## config.mk

```make
export PLATFORM = sky130hd
export DESIGN_NAME = spi_slave_regfile
export DESIGN_NICKNAME = d
export VERILOG_FILES = /design/src/rtl/spi_pkg.sv /design/src/rtl/spi_sync.sv /design/src/rtl/spi_slave_regfile.sv
export SDC_FILE = /design/constraint.sdc
export NUM_CORES = 1
export LEC_CHECK = 0
export ABC_AREA = 1
export ABC_CLOCK_PERIOD_IN_PS = 4380
export CORE_MARGIN = 5
export CORE_UTILIZATION = 50
export CTS_CLUSTER_DIAMETER = 40
export DETAILED_ROUTE_END_ITERATION = 10
export DONT_BUFFER_PORTS = 1
export MAX_ROUTING_LAYER = met4
export PLACE_DENSITY = 0.62
export SETUP_SLACK_MARGIN = 0.05
export SYNTH_ARGS = -nofsm -noshare
export SYNTH_HDL_FRONTEND = slang
export SYNTH_HIERARCHICAL = 1
export SYNTH_SLANG_ARGS = --single-unit
```

## constraint.sdc

```tcl
create_clock -name clk -period 4.38 [get_ports clk]
set_clock_uncertainty 0.05 [all_clocks]
set_input_delay 0.876 -clock clk [delete_from_list [all_inputs] [get_ports clk]]
set_output_delay 0.876 -clock clk [all_outputs]
set_load 0.02 [all_outputs]
```

## src/rtl/spi_pkg.sv

```systemverilog
// Shared types and constants for the SPI slave register file.
// Latency: n/a (declarations only).
// Backpressure: n/a (declarations only).
package spi_pkg;

  typedef enum logic [1:0] {
    IDLE = 2'd0,
    CMD  = 2'd1,
    WR   = 2'd2,
    RD   = 2'd3
  } state_e;

  // Command byte: bit 7 selects write (1) or read (0).
  localparam int   CMD_RW_BIT = 7;
  localparam logic CMD_WRITE  = 1'b1;

  // SPI modes encoded as {CPOL,CPHA}.
  localparam logic [1:0] MODE0 = 2'b00;
  localparam logic [1:0] MODE1 = 2'b01;
  localparam logic [1:0] MODE2 = 2'b10;
  localparam logic [1:0] MODE3 = 2'b11;

endpackage

```

## src/rtl/spi_sync.sv

```systemverilog
// N-stage synchronizer for one asynchronous pin plus registered rise/fall detect.
// Latency: pin change visible on q_o/rise_o/fall_o after N clk; acted on at clk N+1.
// Backpressure: none; free-running sampler.
//
// Ports:
//   clk, reset     system clock, async active-low reset
//   d_i            asynchronous pin
//   q_o            synchronized level
//   rise_o/fall_o  one-clk pulses on synchronized level change
// N must be at least 2.
module spi_sync #(
  parameter int   N       = 2,
  parameter logic RST_VAL = 1'b0
) (
  input  logic clk,
  input  logic reset,
  input  logic d_i,
  output logic q_o,
  output logic rise_o,
  output logic fall_o
);

  logic [N-1:0] sync_q;
  logic         prev_q;

  always_ff @(posedge clk or negedge reset) begin
    if (!reset) begin
      sync_q <= {N{RST_VAL}};
      prev_q <= RST_VAL;
    end else begin
      sync_q <= {sync_q[N-2:0], d_i};
      prev_q <= sync_q[N-1];
    end
  end

  assign q_o    = sync_q[N-1];
  assign rise_o = sync_q[N-1] & ~prev_q;
  assign fall_o = ~sync_q[N-1] & prev_q;

endmodule

```

## src/rtl/spi_slave_regfile.sv

```systemverilog
// SPI slave decoding a command byte then data bytes into an 8-bit register file.
// Latency: pin-to-action SYNC_STAGES+1 clk; reg_out/wr_strobe 1 clk after byte completion.
// Backpressure: none; master paces the link, SCLK half-period >= SYNC_STAGES+2 clk.
//
// Ports:
//   clk, reset              system clock, async active-low reset
//   MODE                    {CPOL,CPHA}, captured at frame start
//   SCLK, MOSI, CS          SPI pins from master (async), MISO to master
//   reg_out                 flattened registers, reg i at [8i+7:8i]
//   wr_strobe/addr/data     one pulse per completed register write
//   rx_byte, rx_valid       last received byte and its update pulse
//   busy                    frame in progress
module spi_slave_regfile #(
  parameter int NUM_REGS    = 4,
  parameter int ADDR_W      = $clog2(NUM_REGS),
  parameter int SYNC_STAGES = 2
) (
  input  logic                  clk,
  input  logic                  reset,
  input  logic [1:0]            MODE,
  input  logic                  SCLK,
  input  logic                  MOSI,
  input  logic                  CS,
  output logic                  MISO,
  output logic [NUM_REGS*8-1:0] reg_out,
  output logic                  wr_strobe,
  output logic [ADDR_W-1:0]     wr_addr,
  output logic [7:0]            wr_data,
  output logic [7:0]            rx_byte,
  output logic                  rx_valid,
  output logic                  busy
);
  import spi_pkg::*;

  logic sclk_lvl, sclk_rise, sclk_fall;
  logic mosi_s, mosi_rise, mosi_fall;
  logic cs_lvl, cs_rise, cs_fall;

  spi_sync #(.N(SYNC_STAGES), .RST_VAL(1'b0)) u_sclk (
    .clk(clk), .reset(reset), .d_i(SCLK), .q_o(sclk_lvl), .rise_o(sclk_rise), .fall_o(sclk_fall));
  spi_sync #(.N(SYNC_STAGES), .RST_VAL(1'b0)) u_mosi (
    .clk(clk), .reset(reset), .d_i(MOSI), .q_o(mosi_s), .rise_o(mosi_rise), .fall_o(mosi_fall));
  // CS idles high, so its synchronizer resets high to avoid a spurious frame start.
  spi_sync #(.N(SYNC_STAGES), .RST_VAL(1'b1)) u_cs (
    .clk(clk), .reset(reset), .d_i(CS), .q_o(cs_lvl), .rise_o(cs_rise), .fall_o(cs_fall));

  logic unused_sync;
  assign unused_sync = &{1'b0, sclk_lvl, mosi_rise, mosi_fall, cs_lvl};

  state_e            state_q, state_d;
  logic [1:0]        mode_q, mode_d;
  logic [2:0]        bit_cnt_q, bit_cnt_d;
  logic [7:0]        rx_shift_q, rx_shift_d;
  logic [7:0]        tx_shift_q, tx_shift_d;
  logic [ADDR_W-1:0] addr_q, addr_d;
  logic [7:0]        rx_byte_q, rx_byte_d;
  logic              rx_valid_q, rx_valid_d;
  logic              wr_strobe_q, wr_strobe_d;
  logic [ADDR_W-1:0] wr_addr_q, wr_addr_d;
  logic [7:0]        wr_data_q, wr_data_d;
  logic              reg_we;
  logic [7:0]        regs_q [NUM_REGS];

  logic              sample_edge, shift_edge;
  logic [7:0]        byte_w;
  logic [ADDR_W-1:0] addr_nxt;

  // Modes 0 and 3 sample on rising SCLK, modes 1 and 2 on falling.
  assign sample_edge = (mode_q[1] ^ mode_q[0]) ? sclk_fall : sclk_rise;
  assign shift_edge  = (mode_q[1] ^ mode_q[0]) ? sclk_rise : sclk_fall;
  assign byte_w      = {rx_shift_q[6:0], mosi_s};
  assign addr_nxt    = addr_q + ADDR_W'(1);

  always_comb begin
    state_d     = state_q;
    mode_d      = mode_q;
    bit_cnt_d   = bit_cnt_q;
    rx_shift_d  = rx_shift_q;
    tx_shift_d  = tx_shift_q;
    addr_d      = addr_q;
    rx_byte_d   = rx_byte_q;
    rx_valid_d  = 1'b0;
    wr_strobe_d = 1'b0;
    wr_addr_d   = wr_addr_q;
    wr_data_d   = wr_data_q;
    reg_we      = 1'b0;

    if (cs_rise) begin
      // End of frame has priority over a coincident sample edge.
      state_d    = IDLE;
      bit_cnt_d  = 3'd0;
      tx_shift_d = 8'h00;
    end else if (state_q == IDLE) begin
      if (cs_fall) begin
        state_d    = CMD;
        mode_d     = MODE;
        bit_cnt_d  = 3'd0;
        rx_shift_d = 8'h00;
        tx_shift_d = 8'h00;
      end
    end else if (sample_edge) begin
      rx_shift_d = byte_w;
      bit_cnt_d  = bit_cnt_q + 3'd1;
      if (bit_cnt_q == 3'd7) begin
        rx_byte_d  = byte_w;
        rx_valid_d = 1'b1;
        unique case (state_q)
          CMD: begin
            addr_d = byte_w[ADDR_W-1:0];
            if (byte_w[CMD_RW_BIT] == CMD_WRITE) begin
              state_d = WR;
            end else begin
              state_d    = RD;
              tx_shift_d = regs_q[byte_w[ADDR_W-1:0]];
            end
          end
          WR: begin
            reg_we      = 1'b1;
            wr_strobe_d = 1'b1;
            wr_addr_d   = addr_q;
            wr_data_d   = byte_w;
            addr_d      = addr_nxt;
          end
          RD: begin
            addr_d     = addr_nxt;
            tx_shift_d = regs_q[addr_nxt];
          end
          default: ;
        endcase
      end
    end else if (shift_edge && bit_cnt_q != 3'd0) begin
      // No shift at bit 0 keeps a freshly loaded MSB on the wire in both CPHA phases.
      tx_shift_d = {tx_shift_q[6:0], 1'b0};
    end
  end

  always_ff @(posedge clk or negedge reset) begin
    if (!reset) begin
      state_q     <= IDLE;
      mode_q      <= MODE0;
      bit_cnt_q   <= 3'd0;
      rx_shift_q  <= 8'h00;
      tx_shift_q  <= 8'h00;
      addr_q      <= '0;
      rx_byte_q   <= 8'h00;
      rx_valid_q  <= 1'b0;
      wr_strobe_q <= 1'b0;
      wr_addr_q   <= '0;
      wr_data_q   <= 8'h00;
    end else begin
      state_q     <= state_d;
      mode_q      <= mode_d;
      bit_cnt_q   <= bit_cnt_d;
      rx_shift_q  <= rx_shift_d;
      tx_shift_q  <= tx_shift_d;
      addr_q      <= addr_d;
      rx_byte_q   <= rx_byte_d;
      rx_valid_q  <= rx_valid_d;
      wr_strobe_q <= wr_strobe_d;
      wr_addr_q   <= wr_addr_d;
      wr_data_q   <= wr_data_d;
    end
  end

  always_ff @(posedge clk or negedge reset) begin
    if (!reset) begin
      for (int i = 0; i < NUM_REGS; i++) regs_q[i] <= 8'h00;
    end else if (reg_we) begin
      regs_q[addr_q] <= byte_w;
    end
  end

  for (genvar g = 0; g < NUM_REGS; g++) begin : g_reg_out
    assign reg_out[8*g +: 8] = regs_q[g];
  end

  assign busy      = (state_q != IDLE);
  assign MISO      = busy ? tx_shift_q[7] : 1'b0;
  assign rx_byte   = rx_byte_q;
  assign rx_valid  = rx_valid_q;
  assign wr_strobe = wr_strobe_q;
  assign wr_addr   = wr_addr_q;
  assign wr_data   = wr_data_q;

endmodule

```

==> results.py, run 1 <==
metrics = {
    "outcome": {
        "status": "complete, no violations",
    },
    "grt": {
        "grt_pass1_wl_um": 16800,
        "use_met3_pct": 4.64,
        "grt_use_met2_pct": 32.4,
        "antenna_found_initial": 0,
        "top_usage_layer": "met2",
        "met1_usage_pct": 29.6,
        "grt_pass1_vias": 3184,
        "grt_start_max_net_pins": 85,
        "gr-usage-all-layers_pct": 21.6,
        "overflow": 0,
    },
    "clock_tree": {
        "htree_levels": 3,
        "root_buffer": "clkbuf_8",
        "cts_resized": 0,
        "cts_buffers": 9,
        "ctsHoldBuffers": 0,
        "clock_sinks": 84,
        "path_clk_slew_ns": 0.09,
        "clkLatencyLatePin_ns": 0.34,
        "cts_setup_buffers": 0,
        "clockBufferDepth": 2,
        "cts_tree": "done",
    },
    "timing": {
        "setup_viol": 0,
        "max_freq_mhz": 368,
        "maxSlewViolCount": 0,
        "finalCriticalPeriod_ns": 2.72,
        "maxSlewHeadroom_pct": 54.8,
        "fin_crit_sh_pct": 62.0,
        "finalHoldViolCount": 0,
        "finalSetupTns_ns": 0,
        "grt_setup_unrepaired": "false",
        "worst_pin_slew_ns": 0.678,
    },
    "power_and_ir_drop": {
        "power.leakage_nw": 2.05,
        "irDropWorstVdd_uv": 203,
        "power.density_mw_per_mm2": 463,
    },
    "worst_setup_path": {
        "cp.required_ns": 4.57,
        "rr_worst_depth": 11,
        "cp_cell_sequence": "inv_1 > ha_1 > inv_1 > nand2_1 > nand3_1 > nand2_1 > nand2_1 > nand3_1 > nand2_1 > nand2_1 > nand2_1",
        "cp.arrival_ns": 2.90,
        "crit_cells": 11,
        "cp-end-kind": "flop",
        "cpMaxStageDelayCell": "ha_1",
        "startpoint_type": "flop",
        "cp_num_buf_inv": 2,
        "crit_top_cell": "nand2_1",
        "critPathTopFamily": "adder cells",
        "cp_max_fo": 17,
        "critPathKind": "flop to flop",
        "max_stage_delay_ns": 0.68,
    },
    "die": {
        "die_area_mm2": 0.0102,
        "fp-row-count": 33,
        "core_mm2": 0.00813,
        "pin_count": 61,
        "start_util_pct": 51.0,
        "die_w_um": 101,
        "die_height_um": 101,
    },
    "flow_run": {
        "drv_cap": 0,
    },
    "final_layout": {
        "fin_area_mm2": 0.00438,
        "drive_above_1_share_pct": 6.79,
        "diodes": 0,
        "nets": 511,
        "syn_to_final_growth_pct": 5.64,
    },
    "synth": {
        "avgSynthCellArea_um2": 8.21,
        "syn_inst": 505,
        "synth_nets": 520,
        "yosys_warnings": 6,
        "syn_area_mm2": 0.00415,
    },
    "drt": {
        "drtPass1Iterations": 4,
        "vias": 3224,
        "viasPerCell": 5.32,
        "wl_per_cell_um": 16.4,
        "post-route-drc-count": 0,
        "ant_nets": 0,
        "drt_iter0_markers": 213,
        "routed_wl_um": 9940,
    },
    "hold_path": {
        "holdCritPathClass": "input port to async pin",
    },
    "placed_design": {
        "port_buffers": 0,
        "dpl_cell_area_mm2": 0.00416,
        "dp_hpwl_um": 7030,
        "place.gp.congestion": 0.861,
    },
}
## path summary, 6_finish.rpt
kind	to	start	slack, ns
setup reg to reg	tx_shift_q[6]	addr_q[0]	1.66
min in group clk	u_cs/sync_q[1]	u_cs/sync_q[0]	0.31
hold reg to reg	u_cs/sync_q[1]	u_cs/sync_q[0]	0.31
setup / recovery	tx_shift_q[6]	addr_q[0]	1.66
max in group asynchronous	u_cs/sync_q[1]	reset	3.93
hold / removal	u_sclk/prev_q	reset	0.16
## per-layer routing
layer / vias up / part of all wire, %
li1: 1599 / -
met1: 1544 / 45
met2: 66 / 48
met3: 15 / 5.1
met4: 0 / 1.9
met5: - / 0
## sequential cells by signal (all words and copies together) (netlist names), 3 cells and up
register / flops
reg_out: 32
rx_byte: 8
tx_shift_q: 8
wr_data: 8
rx_shift_q: 7
bit_cnt_q: 3
## power breakdown
group          switching [mW]  internal [mW]  leakage, nW
Clock                   0.276          0.339        0.106
Combinational           0.366          0.129        0.809
Sequential             0.0764          0.844         1.14
## through the flow
stage | hold WS, ns | utilization [%] | power, mW | instances | setup WS [ns]
5_1_grt | 0.135 | 53.9 | 2.17 | 606 | 1.30
3_3_place_gp | 0.281 | 51.1 | 1.42 | 590 | 1.85
6_report | 0.164 | 53.9 | 2.03 | 606 | 1.66
4_1_cts | 0.147 | 53.9 | 2.05 | 606 | 1.69
3_5_place_dp | 0.297 | 51.1 | 1.43 | 590 | 1.70
2_1_floorplan | 0.281 | - | 1.31 | 505 | 2.35
## placed cells by master, fill, tap and decap left out
master and count:
nand2_2 1, clkbuf_8 10, nor2_2 1, dfstp_2 3, o211ai_1 3, o21a_1 29, inv_2 2, ha_1 8
dfrtp_1 81, bufinv_16 2, clkinvlp_4 2, nand3_1 50, nand3_4 1, nand2_4 1, nor2_4 7, clkbuf_1 1
nor3_4 1, nor3_1 1, inv_6 1, nor2_1 11, a21oi_1 5, nand3_2 2, nand2_1 200, inv_1 36
o21ai_0 40, clkinv_1 2
## final cells by class
cell class	instances	area, µm²
clock buffers	11	141
clock inverters	5	83.8
fillers	756	3750
inverters	40	150
multi-input cells	361	1770
flip-flops and latches	84	2110
well taps	105	131
Note: power is estimated with default switching activity, not from simulation.
==> run 2: changes to the inputs <==
Settings changed: ABC_CLOCK_PERIOD_IN_PS 4380 to 2700.
Clock period 4.38 ns to 2.7 ns, I/O delays scaled along.
==> run 2 against run 1 <==
  * Utilization grew 0.43 points
  * Critical endpoint is now rx_byte[1]
  * Combinational power grew 78%
  * Register-to-register slack lost 1.1 ns
  * First-iteration DRC count shrank 29%
  * Die area is the same
  * Sequential power grew 59%
  * Critical path type unchanged
  * Total power grew 62%
  * Largest cell class unchanged
==> results.py, run 2 (same netlist as run 1, synthesis figures left out) <==
metrics = {
    "final_layout": {
        "multiInputGateArea_mm2": 0.00177,
        "final_cell_mix": "nand2_1, dfrtp_1, nand3_1",
        "syn_to_final_growth_pct": 6.49,
        "regArea_mm2": 0.00211,
        "final_common_cell": "nand2_1",
        "largest_reg_flops": 32,
        "drive_above_1_share_pct": 7.91,
        "diodes": 0,
        "nets": 516,
        "nFillCells": 765,
        "fin_cells": 611,
    },
    "grt": {
        "grt_start_max_net_pins": 85,
        "gr-usage-all-layers_pct": 21.7,
        "grt_pass1_wl_um": 16500,
        "grt_pass1_vias": 3086,
        "antenna_found_initial": 0,
        "overflow": 0,
    },
    "drt": {
        "post-route-drc-count": 0,
        "vias": 3237,
        "routed_wl_um": 9930,
        "viasPerCell": 5.30,
        "wl_per_cell_um": 16.3,
        "drtPass1Iterations": 4,
        "drt_iter0_markers": 151,
        "ant_nets": 0,
    },
    "outcome": {
        "status": "complete, no violations",
    },
    "die": {
        "fp-row-count": 33,
        "die_area_mm2": 0.0102,
        "die_height_um": 101,
        "core_mm2": 0.00813,
        "start_util_pct": 51.0,
        "pin_count": 61,
        "die_w_um": 101,
    },
    "timing": {
        "max_freq_mhz": 479,
        "maxSlewViolCount": 0,
        "finalSetupTns_ns": 0,
        "fin_crit_sh_pct": 77.3,
        "grt_setup_unrepaired": "false",
        "maxSlewHeadroom_pct": 53.0,
        "finalCriticalPeriod_ns": 2.09,
        "worst_pin_slew_ns": 0.704,
        "setup_viol": 0,
        "finalHoldViolCount": 0,
    },
    "worst_setup_path": {
        "critPathKind": "flop to flop",
        "startpoint_type": "flop",
        "cp-end-kind": "flop",
        "cp_max_fo": 17,
        "cp.arrival_ns": 2.26,
        "cp.required_ns": 2.87,
    },
    "placed_design": {
        "dp.cells": 594,
        "place.gp.congestion": 0.874,
        "port_buffers": 0,
        "dp_hpwl_um": 6800,
    },
    "power_and_ir_drop": {
        "irDropWorstVdd_uv": 368,
        "power.leakage_nw": 2.08,
        "power.density_mw_per_mm2": 744,
    },
    "clock_tree": {
        "root_buffer": "clkbuf_8",
        "path_clk_slew_ns": 0.09,
        "clockBufferDepth": 2,
        "cts_tree": "done",
        "htree_levels": 3,
        "clkLatencyLatePin_ns": 0.36,
        "clock_sinks": 84,
        "cts_buffers": 9,
    },
    "flow_run": {
        "drv_cap": 0,
    },
    "hold_path": {
        "holdCritPathClass": "input port to async pin",
    },
}
-- run 2: cell count changes in the layout (fill, tap and decap cells not counted) --
cell        delta
clkbuf_8       -1
clkbuf_1       -1
clkinv_2       +1
buf_4          +4
bufinv_16      -1
clkinvlp_4     -2
buf_16         +1
clkinv_4       +1
inv_6          +3
-- run 2: final timing paths --
check	start	to	slack, ns	depth (start not counted)
worst min-delay path	reset	mode_q[0]	0.02	1
min in group clk	CS	u_cs/sync_q[0]	0.12	0
worst max-delay path	u_cs/sync_q[1]	rx_byte[1]	0.61	7
worst max register to register	u_cs/sync_q[1]	rx_byte[1]	0.61	7
worst min register to register	u_mosi/sync_q[0]	u_mosi/sync_q[1]	0.31	0
max in group asynchronous	reset	addr_q[0]	2.24	1
-- run 2: repair_timing --
action | CTS | global route
resized for setup | 0 | 0
hold buffers | 1 | 0
endpoints found under the hold margin | 84 | 0
setup buffers | 0 | 0
-- run 2: area by class of cell --
class | instances | area share, %
clock buffer | 9 | 2.80
clock inverter | 7 | 1.78
inverter | 40 | 3.40
multi-input combinational | 361 | 40.1
sequential | 84 | 47.7
tap | 105 | 2.97
timing repair buffer | 5 | 1.30
-- run 2: per-stage QoR --
stage / total power, mW / hold WS (ns) / setup WS, ns / area, µm² / util, %
after floorplan: 2.12 / 0.194 / 0.669 / 4150 / -
after global placement: 2.33 / 0.197 / 0.643 / 4190 / 51.5
after detailed placement: 2.34 / 0.197 / 0.620 / 4190 / 51.5
after CTS: 3.31 / 0.0420 / 0.609 / 4420 / 54.3
after global routing: 3.50 / 0.0303 / 0.388 / 4420 / 54.3
final: 3.29 / 0.0202 / 0.613 / 4420 / 54.3
-- run 2: worst max-delay path: stages, from the launching register on --
cell     delay (ns)
dfstp_2        0.56
inv_1          0.04
nor2_1         0.39
nor2_4         0.10
nand2_1        0.15
inv_1          0.23
nand2_2        0.31
o21ai_0        0.12
-- run 2: routing by layer --
layer	part of all wire [%]	wire, µm	GRT usage, %	up-vias
met4	1.1	106	7.26	0
met1	44	4350	27.6	1557
li1	-	-	-	1606
met2	49	4900	33.5	64
met3	5.8	573	6.30	10
met5	0	0	-	-
-- run 2: power by group --
group / internal, mW / switching, mW
Sequential: 1.37 / 0.0951
Clock: 0.441 / 0.500
Combinational: 0.220 / 0.661
==> run 3: changes to the inputs <==
Settings changed: ABC_CLOCK_PERIOD_IN_PS 2700 to 2000.
Clock period 2.7 ns to 2 ns, I/O delays scaled along.
==> run 3 against run 2 <==
  * The run now ends with hold timing left
  * Sequential cell count unchanged
  * First-iteration DRC count fell by 11%
  * Critical endpoint is now busy
  * Design area grew 3.2%
  * Critical path type is now flop to primary output
  * Clock power grew 32%
  * Die area did not move
  * Non-clock buffer count is 14 higher
  * Combinational power is 44% higher
==> results.py, run 3 (same netlist as run 1, synthesis figures left out) <==
metrics = {
    "worst_setup_path": {
        "cp_cell_sequence": "nor2_4 > clkinvlp_4",
        "cp_max_fo": 8,
        "cp-end-kind": "primary output",
        "cp.required_ns": 1.55,
        "r2r_end": "reg_out[26]",
        "critPathTopFamily": "flip-flops",
        "cp_num_buf_inv": 1,
        "critPathKind": "flop to primary output",
        "max_stage_delay_ns": 0.51,
        "cp.arrival_ns": 1.43,
        "r2r_start": "u_cs/prev_q",
        "startpoint_type": "flop",
        "crit_cells": 2,
        "reg2reg_slack_ns": 0.19,
        "endpoint": "busy",
        "startpoint": "state_q[0]",
        "rr_worst_depth": 7,
        "cpMaxStageDelayCell": "dfrtp_1",
    },
    "die": {
        "start_util_pct": 51.0,
        "pin_count": 61,
        "die_area_mm2": 0.0102,
        "fp-row-count": 33,
        "die_w_um": 101,
        "core_mm2": 0.00813,
        "die_height_um": 101,
    },
    "timing": {
        "finalCriticalPeriod_ns": 1.88,
        "grt_setup_unrepaired": "true",
        "fin_crit_sh_pct": 94.1,
        "finalHoldViolCount": 84,
        "setup_viol": 0,
        "finalSetupTns_ns": 0,
        "max_freq_mhz": 531,
        "worst_pin_slew_ns": 0.656,
        "setup_slack_ns": 0.117,
        "holdWs_ns": -0.315,
        "maxSlewHeadroom_pct": 56.2,
        "maxSlewViolCount": 0,
    },
    "drt": {
        "post-route-drc-count": 0,
        "vias": 3358,
        "drt_iter0_markers": 134,
        "drtPass1Iterations": 4,
        "wl_met3_um": 697,
        "routed_wl_um": 10400,
        "highest_layer": "met4",
        "wl_met2_um": 5000,
        "wl_per_cell_um": 16.7,
        "viasPerCell": 5.37,
        "drt-met1-wl_um": 4620,
        "ant_nets": 0,
    },
    "power_and_ir_drop": {
        "power.leakage_nw": 2.13,
        "irDropWorstVdd_uv": 438,
        "power.density_mw_per_mm2": 986,
    },
    "clock_tree": {
        "path_clk_slew_ns": 0.09,
        "clkLatencyLatePin_ns": 0.35,
        "clockBufferDepth": 2,
        "htree_levels": 3,
        "cts_buffers": 9,
        "cts_tree": "done",
        "clock_sinks": 84,
        "root_buffer": "clkbuf_8",
    },
    "grt": {
        "overflow": 0,
        "antenna_found_initial": 0,
        "grt_start_max_net_pins": 85,
        "gr-usage-all-layers_pct": 22.2,
        "grt_pass1_wl_um": 17000,
        "grt_pass1_vias": 3316,
    },
    "hold_path": {
        "holdCritPathClass": "input port to async pin",
    },
    "flow_run": {
        "drv_cap": 0,
    },
    "final_layout": {
        "fin_area_mm2": 0.00456,
        "diodes": 0,
        "regArea_mm2": 0.00211,
        "final_common_cell": "nand2_1",
        "largest_reg_flops": 32,
        "nFillCells": 757,
        "final_cell_mix": "nand2_1, dfrtp_1, nand3_1",
        "nets": 530,
        "fin_cells": 625,
        "syn_to_final_growth_pct": 9.86,
        "drive_above_1_share_pct": 10.2,
        "multiInputGateArea_mm2": 0.00178,
    },
    "outcome": {
        "violations": "hold timing",
        "status": "finished with violations",
    },
    "placed_design": {
        "dp_hpwl_um": 7040,
        "dp.cells": 603,
        "preCtsSetupSlack_ns": 0.182,
        "dpl_cell_area_mm2": 0.00425,
        "place.gp.congestion": 0.829,
        "port_buffers": 0,
    },
}
run 3: cell types whose count changed in the layout (fill, tap and decap cells not counted), sizes merged:
cell and change:
inv -4, clkinvlp +3, clkbuf +3, buf +11, clkinv -2, dlygate4sd3 +3
run 3: worst min-delay path by stage:
stage | start | endpoint | slack (ns) | cells past startpoint
final | reset | bit_cnt_q[0] | -0.32 | 0
after detailed placement | reset | bit_cnt_q[1] | 0.06 | 0
after floorplan | reset | addr_q[0] | 0.05 | 0
after global routing | reset | wr_data[1] | -0.34 | 0
after CTS | reset | rx_byte[2] | -0.34 | 0
after global placement | reset | u_sclk/prev_q | 0.06 | 0
run 3: worst reg2reg max path: stages, from the launching register on:
cell     delay (ns)
dfstp_2        0.53
nor2_1         0.04
buf_4          0.15
nor3_4         0.20
nand3_4        0.17
nor2_4         0.35
nand2_1        0.10
o21a_1         0.12
run 3: metrics by stage:
stage,total power [mW],utilization [%]
2_1_floorplan,2.86,-
3_5_place_dp,3.25,52.3
4_1_cts,4.49,54.9
3_3_place_gp,3.21,52.3
6_report,4.49,56.0
5_1_grt,4.76,56.0
run 3: routing by layer:
| metal | track usage [%] | up-vias |
|---|---|---|
| met5 | - | - |
| met4 | 6.95 | 0 |
| met3 | 6.09 | 10 |
| met2 | 33.2 | 92 |
| met1 | 29.4 | 1623 |
| li1 | - | 1633 |
run 3: cell type report:
type,count,area share (%)
inverter,40,3.38
multi-input combinational,361,39.0
clock buffer,12,3.19
tap,105,2.88
timing repair buffer,19,4.20
sequential,84,46.2
clock inverter,4,1.10
run 3: power breakdown:
part	internal (mW)	switching, mW
logic	0.361	0.914
registers	1.85	0.132
clock network	0.611	0.629
run 3: what timing repair did:
item | CTS | global route
hold buffers | 2 | 1
setup endpoints to repair | 0 | 27
gates resized for setup | 0 | 6
endpoints found under the hold margin | 86 | 85
buffers inserted | 0 | 3
